File: src/rtl/pwm_pkg.sv
// pwm_pkg: shared types and constants for the PWM command decoder
package pwm_pkg;
    typedef enum logic [2:0] {ST_IDLE, ST_RX, ST_CHECK, ST_STROBE, ST_DRAIN} state_e;
    typedef enum logic [1:0] {ERR_LEN = 2'd0, ERR_CHANNEL = 2'd1, ERR_TIMEOUT = 2'd2, ERR_ABORT = 2'd3} err_code_e;
    localparam int PWM_PAYLOAD_BYTES = 5;
endpackage

File: src/rtl/pwm_cmd_decoder.sv
// pwm_cmd_decoder: validates a 5-byte "set PWM" payload and issues one config write to the PWM bank
// Ports:
//   clk, rst_n               clock, asynchronous active-low reset
//   cmd_start, cmd_len       frame start pulse and payload length (sampled on start)
//   cmd_data/_valid/_ready   payload byte stream, transfer = valid & ready
//   cmd_done                 end-of-frame pulse from the dispatcher
//   config_*                 channel/period/duty for the bank, written on config_update_strobe
//   busy                     high outside IDLE
//   err_pulse, err_code      one-cycle error pulse; code holds until the next error
module pwm_cmd_decoder
    import pwm_pkg::*;
#(
    parameter int NUM_CHANNELS   = 8,
    parameter int COUNTER_WIDTH  = 16,
    parameter int TIMEOUT_CYCLES = 1_000_000
) (
    input  logic                     clk,
    input  logic                     rst_n,
    input  logic                     cmd_start,
    input  logic [15:0]              cmd_len,
    input  logic [7:0]               cmd_data,
    input  logic                     cmd_data_valid,
    output logic                     cmd_data_ready,
    input  logic                     cmd_done,
    output logic [2:0]               config_ch_index_out,
    output logic [COUNTER_WIDTH-1:0] config_period_out,
    output logic [COUNTER_WIDTH-1:0] config_duty_out,
    output logic                     config_update_strobe,
    output logic                     busy,
    output logic                     err_pulse,
    output logic [1:0]               err_code
);
    localparam int TW = $clog2(TIMEOUT_CYCLES + 1);
    localparam int SW = 8 + 2 * COUNTER_WIDTH;

    state_e                   state_q, state_d;
    logic [2:0]               cnt_q, cnt_d;
    logic [SW-1:0]            sh_q, sh_d;
    logic [TW-1:0]            tmo_q, tmo_d;
    logic [2:0]               ch_q, ch_d;
    logic [COUNTER_WIDTH-1:0] period_q, period_d, duty_q, duty_d;
    logic                     strobe_q, strobe_d, err_q, err_d;
    err_code_e                code_q, code_d;
    logic                     xfer, tmo_hit;
    logic [7:0]               rx_ch;
    logic [COUNTER_WIDTH-1:0] rx_period, rx_duty;

    assign cmd_data_ready       = (state_q == ST_RX) || (state_q == ST_DRAIN);
    assign xfer                 = cmd_data_valid && cmd_data_ready;
    assign tmo_hit              = !xfer && (tmo_q == TW'(TIMEOUT_CYCLES - 1));
    assign rx_ch                = sh_q[SW-1 -: 8];
    assign rx_period            = sh_q[2*COUNTER_WIDTH-1 -: COUNTER_WIDTH];
    assign rx_duty              = sh_q[COUNTER_WIDTH-1:0];
    assign busy                 = state_q != ST_IDLE;
    assign config_ch_index_out  = ch_q;
    assign config_period_out    = period_q;
    assign config_duty_out      = duty_q;
    assign config_update_strobe = strobe_q;
    assign err_pulse            = err_q;
    assign err_code             = code_q;

    always_comb begin
        state_d  = state_q;
        cnt_d    = cnt_q;
        sh_d     = sh_q;
        tmo_d    = '0;
        ch_d     = ch_q;
        period_d = period_q;
        duty_d   = duty_q;
        strobe_d = 1'b0;
        err_d    = 1'b0;
        code_d   = code_q;
        if (xfer && state_q == ST_RX) begin
            sh_d  = {sh_q[SW-9:0], cmd_data};
            cnt_d = cnt_q + 3'd1;
        end
        // idle-cycle counter; any accepted byte restarts it
        if (cmd_data_ready && !xfer)
            tmo_d = tmo_q + 1'b1;
        case (state_q)
            ST_RX: begin
                if (xfer && cnt_q == 3'(PWM_PAYLOAD_BYTES - 1)) begin
                    state_d = ST_CHECK;
                end else if (cmd_done) begin
                    state_d = ST_IDLE;
                    err_d   = 1'b1;
                    code_d  = ERR_LEN;
                end else if (tmo_hit) begin
                    state_d = ST_IDLE;
                    err_d   = 1'b1;
                    code_d  = ERR_TIMEOUT;
                end
            end
            ST_DRAIN: begin
                if (cmd_done) begin
                    state_d = ST_IDLE;
                end else if (tmo_hit) begin
                    state_d = ST_IDLE;
                    err_d   = 1'b1;
                    code_d  = ERR_TIMEOUT;
                end
            end
            ST_CHECK: begin
                if (int'(rx_ch) >= NUM_CHANNELS) begin
                    state_d = ST_IDLE;
                    err_d   = 1'b1;
                    code_d  = ERR_CHANNEL;
                end else begin
                    state_d  = ST_STROBE;
                    strobe_d = 1'b1;
                    ch_d     = rx_ch[2:0];
                    period_d = rx_period;
                    duty_d   = (rx_duty > rx_period) ? rx_period : rx_duty;
                end
            end
            ST_STROBE: state_d = ST_IDLE;
            default: ;
        endcase
        // a new frame pre-empts whatever was in flight, including a pending config write
        if (cmd_start) begin
            if (state_q != ST_IDLE) begin
                err_d  = 1'b1;
                code_d = ERR_ABORT;
            end
            strobe_d = 1'b0;
            ch_d     = ch_q;
            period_d = period_q;
            duty_d   = duty_q;
            cnt_d    = '0;
            tmo_d    = '0;
            if (cmd_len == 16'(PWM_PAYLOAD_BYTES)) begin
                state_d = ST_RX;
            end else begin
                state_d = ST_DRAIN;
                err_d   = 1'b1;
                code_d  = ERR_LEN;
            end
        end
    end

    always_ff @(posedge clk or negedge rst_n) begin
        if (!rst_n) begin
            state_q  <= ST_IDLE;
            cnt_q    <= '0;
            sh_q     <= '0;
            tmo_q    <= '0;
            ch_q     <= '0;
            period_q <= '0;
            duty_q   <= '0;
            strobe_q <= 1'b0;
            err_q    <= 1'b0;
            code_q   <= ERR_LEN;
        end else begin
            state_q  <= state_d;
            cnt_q    <= cnt_d;
            sh_q     <= sh_d;
            tmo_q    <= tmo_d;
            ch_q     <= ch_d;
            period_q <= period_d;
            duty_q   <= duty_d;
            strobe_q <= strobe_d;
            err_q    <= err_d;
            code_q   <= code_d;
        end
    end
endmodule
File: config.mk
export PLATFORM = sky130hd
export DESIGN_NAME = pwm_cmd_decoder
export DESIGN_NICKNAME = d
export VERILOG_FILES = /design/src/rtl/pwm_pkg.sv /design/src/rtl/pwm_cmd_decoder.sv
export SDC_FILE = /design/constraint.sdc
export NUM_CORES = 1
export LEC_CHECK = 0
export CELL_PAD_IN_SITES_DETAIL_PLACEMENT = 0
export CELL_PAD_IN_SITES_GLOBAL_PLACEMENT = 1
export CORE_MARGIN = 2
export CORE_UTILIZATION = 45
export CTS_CLUSTER_SIZE = 20
export DETAILED_ROUTE_END_ITERATION = 6
export PLACE_DENSITY = 0.92
export REMOVE_ABC_BUFFERS = 1
export SLEW_MARGIN = 20
export SYNTH_ARGS = -nofsm -noshare
export SYNTH_HDL_FRONTEND = slang
export SYNTH_SLANG_ARGS = --single-unit
File: constraint.sdc
create_clock -name clk -period 4.7 [get_ports clk]
set_clock_uncertainty 0.15 [all_clocks]
set_input_delay 0.705 -clock clk [delete_from_list [all_inputs] [get_ports clk]]
set_output_delay 0.705 -clock clk [all_outputs]
set_load 0.01 [all_outputs]
==> metrics, run 1 <==
synthesized area per cell 9.91 µm²; fmax 313 MHz; RSZ-0062 raised after global routing no; total congestion overflow 0; initial antenna violation count 0; # diodes 0; synthesized area 0.00489 mm²; Worst Path Max Fanout 55; clk slew on worst S/H paths 0.11 ns; num ports 70; pin count of the biggest net entering global routing 84; post-CTS sizing 0; met3 Track Usage GR 4.28%; CTS tree built; Worst setup EP type flip-flop; drt first pass iters 4; # DRC 0; Detailed Route WL 10400 µm; setup tns final 0 ns; number of synthesized flops with an enable pin 0; PD cells 386 mW/mm²; DRT iter0 DRCs 179; RePlAce Congestion 0.756; Reg2Reg Setup Slack 1.71 ns; die footprint 0.0117 mm²; CP Data Arrival Time 3.34 ns; Clk Latency, worst-skew pair 0.37 ns; Final Setup Violations 0; layout cells sized above 1 8.02%; root buf cell clkbuf_8; number of synthesized register bits 105; Vias per Instance 5.31; Site Rows 38; drt wl/cell 14.8 µm; Unique masters post-synth 49; post-DP HPWL 7130 µm; M1 GR Usage 25.6%; fin crit share 68.0%; share of the yosys chip area belonging to registers 53.7%; most common cell after layout, fill and taps aside dfrtp_1; Setup CP Type in -> reg; first-pass GRT wire length 17900 µm; ANT nets after route 0; vias in the first global route 3783; Core ar. 0.0107 mm²; Peak supply drop 0.230 mV; met2 global-route usage 31.9%; Die Ht 108 µm; gr busiest metal met2; Initial Utilization 45.6%; commonest non-fill, non-tap cells in the layout dfrtp_1, nand2_1, clkdlybuf4s50_1; vias 3720; asr flop ratio synth 100%; Syn Inst Count 494; yosys warns 0; outcome complete, no violations; Chip Width 108 µm; worst slew pin tran 0.982 ns; Num CTS Buffers 9; Layout area overhead 20.9%; HP Class in -> async; GR Util All Layers 19.1%; Max transition margin 32.8%; Clock Tree Buf Depth 2; nets 604; Max Slew Vio Count 0; total clock sinks 105; H-tree levels 3; max_cap viols 0; critical path required time 4.84 ns; Hold Fails Final Rpt 0; ys flop type dfrtp_1; leak pwr 2.55 nW; Worst Setup Start Kind primary input; fin util 55.1%; post-CTS setup buffers 0; Min Clock Period, post-route 3.20 ns; IO Port Bufs 69; Hold Buf Count CTS 0
[flip-flops by register name, indices dropped and copies added, names as in the netlist]
signal / cells
cnt_q: 3
config_ch_index_out: 3
config_duty_out: 16
state_q: 3
config_update_strobe: 1
sh_q: 40
err_code: 2
tmo_q: 20
config_period_out: 16
err_pulse: 1
[per-stage QoR]
stage / area [µm²] / total power (W) / hold WS, ns / instances / setup WS (ns)
finish: 5920 / 0.00228 / 0.217 / 701 / 1.50
global route: 5920 / 0.00243 / 0.271 / 701 / 1.38
CTS: 5910 / 0.00231 / 0.311 / 701 / 1.52
detailed placement: 5700 / 0.00170 / 0.296 / 685 / 1.10
global placement: 5700 / 0.00168 / 0.287 / 685 / 1.17
floorplan: 4800 / 0.00147 / 0.259 / 473 / 1.47
[routing by layer]
metal	vias to the layer above	part of all wire (%)
met3	6	4.5
met1	1812	46
met4	0	0.52
li1	1825	-
met2	77	49
met5	-	0
[synth_stat cells, drive strengths merged, types with 2 or more instances]
cell type | n | area [µm²]
a21oi | 16 | 80.1
and2 | 3 | 18.8
and3 | 3 | 18.8
and4 | 4 | 35.0
buf | 4 | 30.0
clkbuf | 17 | 63.8
dfrtp | 105 | 2630
ha | 19 | 238
inv | 40 | 150
mux2 | 8 | 90.1
nand2 | 93 | 349
nand2b | 2 | 12.5
nand3 | 7 | 35.0
nand4 | 7 | 43.8
nor2 | 30 | 113
nor3 | 3 | 15.0
nor4 | 6 | 37.5
nor4b | 3 | 26.3
o21ai | 60 | 300
o221ai | 17 | 211
o31a | 2 | 17.5
or2 | 2 | 12.5
or3 | 5 | 31.3
or4 | 3 | 30.0
xnor2 | 10 | 87.6
xor2 | 6 | 52.6
[power breakdown]
group / switching (W) / total [W] / internal (W)
logic: 0.000282 / 0.000523 / 0.000241
clock network: 0.000343 / 0.000607 / 0.000264
registers: 0.000100 / 0.00115 / 0.00105
[logic make-up (layout without fill, tap and decap cells)]
logic type | count (synthesis) | count (layout) | share of synthesized area [%]
simple gates | 175 | 175 | 16.6
xor+xnor | 16 | 16 | 2.86
mux | 8 | 8 | 1.84
compound gates | 110 | 110 | 15.2
fa+ha+maj | 19 | 19 | 4.86
buf+inv | 61 | 128 | 4.98
flops | 105 | 105 | 53.7
[area by class of cell]
type | count | area, µm²
tap | 140 | 175
multi-input combinational | 328 | 2030
fill | 1005 | 4830
clock buffer | 9 | 124
clock inverter | 7 | 95.1
inverter | 40 | 150
sequential | 105 | 2630
timing repair buffer | 72 | 714
[worst max-delay path, cell delays in order]
cell             delay [ns]
clkdlybuf4s50_1        0.65
or4_4                  0.92
or2_0                  0.34
o32a_4                 0.50
o221ai_1               0.21
[path summary, 6_finish.rpt]
kind | startpoint | end | depth (start not counted)
max | cmd_start | config_duty_out[3]$_DFFE_PN0P_ | 5
min reg2reg | tmo_q[0]$_DFF_PN0_ | tmo_q[0]$_DFF_PN0_ | 1
min in group clk | tmo_q[0]$_DFF_PN0_ | tmo_q[0]$_DFF_PN0_ | 1
min | rst_n | tmo_q[14]$_DFF_PN0_ | 1
max reg2reg | sh_q[38]$_DFFE_PN0P_ | config_duty_out[3]$_DFFE_PN0P_ | 5
max in group asynchronous | rst_n | sh_q[39]$_DFFE_PN0P_ | 2
No activity file was read; power rests on OpenSTA's default activity.
==> run 2: changes to the inputs <==
Settings changed: CORE_UTILIZATION 45 to 38, PLACE_DENSITY 0.92 to 0.84.
Clock period 4.7 ns to 2.9 ns, I/O delays scaled along.
==> run 2 against run 1 <==
Cell area up 4.0%. Clock power up 110%. Die area up 18%. Hold slack better by 0.10 ns. Flip-flop and latch count unchanged. Critical path depth unchanged. Highest routed layer unchanged.
==> metrics, run 2 (synthesized netlist as in run 1, its figures left out) <==
# fillers 1205 (was 1005); top flop regs sh_q (40), tmo_q (20) (unchanged); post-CTS setup buffers 0 (unchanged); fmax 377 MHz; Crit path largest cell delay 0.54 ns (was 0.92 ns); drt wl/cell 14.5 µm (was 14.8 µm); Vias per Instance 5.04 (was 5.31); Hold Fails Final Rpt 0 (unchanged); CP cell instances or4_4 -> or4_4 -> or2_0 -> o32a_4 -> o221ai_1 (was clkdlybuf4s50_1 -> or4_4 -> or2_0 -> o32a_4 -> o221ai_1); IO Port Bufs 69 (unchanged); HP Class reg -> reg (was in -> async); Worst Setup Start Kind flip-flop (was primary input); Biggest register sh_q (unchanged); Die Ht 117 µm (was 108 µm); Layout area overhead 25.7% (was 20.9%); Chip Width 117 µm (was 108 µm); fin crit share 91.5%; RePlAce Congestion 0.819 (was 0.756); final std cells w/o fill 742 (was 701); critical path required time 3.01 ns (was 4.84 ns); most used cell, CP or4_4; # diodes 0 (unchanged); CTS tree built (unchanged); post-CTS sizing 0 (unchanged); Min Clock Period, post-route 2.65 ns; Detailed Route WL 10800 µm (was 10400 µm); Setup CP Type reg -> reg (was in -> reg); die footprint 0.0138 mm² (was 0.0117 mm²); Initial Utilization 38.8% (was 45.6%); num ports 70 (unchanged); total clock sinks 105 (unchanged); total congestion overflow 0 (unchanged); Max transition margin 51.3% (was 32.8%); Peak supply drop 0.361 mV (was 0.230 mV); outcome complete, no violations (unchanged); RSZ-0062 raised after global routing no (unchanged); max reg flops 40 (unchanged); max_cap viols 0 (unchanged); layout cells sized above 1 9.30% (was 8.02%); drt first pass iters 4 (unchanged); post-DP HPWL 7520 µm (was 7130 µm); initial antenna violation count 0 (unchanged); commonest non-fill, non-tap cells in the layout dfrtp_1, nand2_1, clkdlybuf4s50_1 (unchanged); Clock Tree Buf Depth 2 (unchanged); PD cells 653 mW/mm² (was 386 mW/mm²); Clk Latency, worst-skew pair 0.35 ns (was 0.37 ns); fin util 48.8% (was 55.1%); nets 613 (was 604); slowest stage cell, crit path or4_4 (unchanged); Max Slew Vio Count 0 (unchanged); ANT nets after route 0 (unchanged); worst slew pin tran 0.729 ns (was 0.982 ns); Site Rows 41 (was 38); Final Setup Violations 0 (unchanged); GR Util All Layers 16.4% (was 19.1%); vias 3741 (was 3720); Hold Buf Count CTS 1 (was 0); DRT iter0 DRCs 199 (was 179); clk slew on worst S/H paths 0.07 ns (was 0.11 ns); Setup WS post-layout 0.247 ns (was 1.50 ns); CP Data Arrival Time 2.76 ns (was 3.34 ns); Inst Count DP 725 (was 685); post-placement setup slack 0.192 ns (was 1.10 ns); pin count of the biggest net entering global routing 53 (was 84); Num CTS Buffers 9 (unchanged); vias in the first global route 3721 (was 3783); H-tree levels 3 (unchanged); first-pass GRT wire length 18500 µm (was 17900 µm); Overall Power 0.00402 W (was 0.00228 W); # DRC 0 (unchanged); Worst setup EP type flip-flop (unchanged); Core ar. 0.0126 mm² (was 0.0107 mm²); root buf cell clkbuf_16 (was clkbuf_8); leak pwr 2.66 nW (was 2.55 nW); Worst Path Max Fanout 16 (was 55); most common cell after layout, fill and taps aside dfrtp_1 (unchanged)
## run 2: cell count changes in the layout (fill, tap and decap cells not counted)
cell | before | now
clkbuf_16 | 0 | 9
inv_6 | 3 | 2
buf_4 | 3 | 10
dlygate4sd3_1 | 0 | 1
inv_8 | 2 | 0
buf_6 | 1 | 0
clkinv_4 | 0 | 1
clkinv_8 | 1 | 0
buf_12 | 0 | 2
clkbuf_8 | 9 | 3
## run 2: path summary, 6_finish.rpt
path	start	end	slack [ns]	cells after the start
worst max-delay path	sh_q[38]$_DFFE_PN0P_	config_duty_out[3]$_DFFE_PN0P_	0.25	5
worst min-delay path	tmo_q[0]$_DFF_PN0_	tmo_q[0]$_DFF_PN0_	0.32	1
worst max register to register	sh_q[38]$_DFFE_PN0P_	config_duty_out[3]$_DFFE_PN0P_	0.25	5
worst min register to register	tmo_q[0]$_DFF_PN0_	tmo_q[0]$_DFF_PN0_	0.32	1
max in group asynchronous	rst_n	sh_q[19]$_DFFE_PN0P_	1.40	3
min in group asynchronous	rst_n	tmo_q[14]$_DFF_PN0_	0.50	2
## run 2: where the power goes
group	switching (W)	internal (W)	leakage, nW
clock network	0.000547	0.000748	0.160
logic	0.000462	0.000395	1.22
registers	0.000160	0.00171	1.27
## run 2: final cells by class
type | count | area, µm² | share of cell area, %
Clock buffer | 12 | 267 | 4.33
Clock inverter | 4 | 56.3 | 0.915
Inverter | 40 | 150 | 2.44
Multi-Input combinational cell | 328 | 2030 | 33.0
Sequential cell | 105 | 2630 | 42.7
Tap cell | 172 | 215 | 3.50
Timing Repair Buffer | 81 | 806 | 13.1
## run 2: metrics by stage
step / setup TNS, ns / cell area (µm²) / hold slack (ns)
2_1_floorplan: -4.61 / 4800 / -0.0106
3_3_place_gp: 0 / 5820 / 0.290
3_5_place_dp: 0 / 5820 / 0.311
4_1_cts: 0 / 6150 / 0.329
5_1_grt: 0 / 6150 / 0.351
6_report: 0 / 6150 / 0.321
## run 2: worst max-delay path: cells and delay by family (launching register included)
kind | cells | cell delay (ns)
flip-flops | 1 | 0.38
AO/OA/AOI/OAI | 2 | 0.72
AND/OR/NAND/NOR | 3 | 1.31
## run 2: per-layer routing
layer  global-route usage [%]  part of all wire (%)
met1                     22.3                    48
met2                     26.3                    47
met3                     3.88                   4.1
met4                     4.82                   1.4
met5                        0                     0
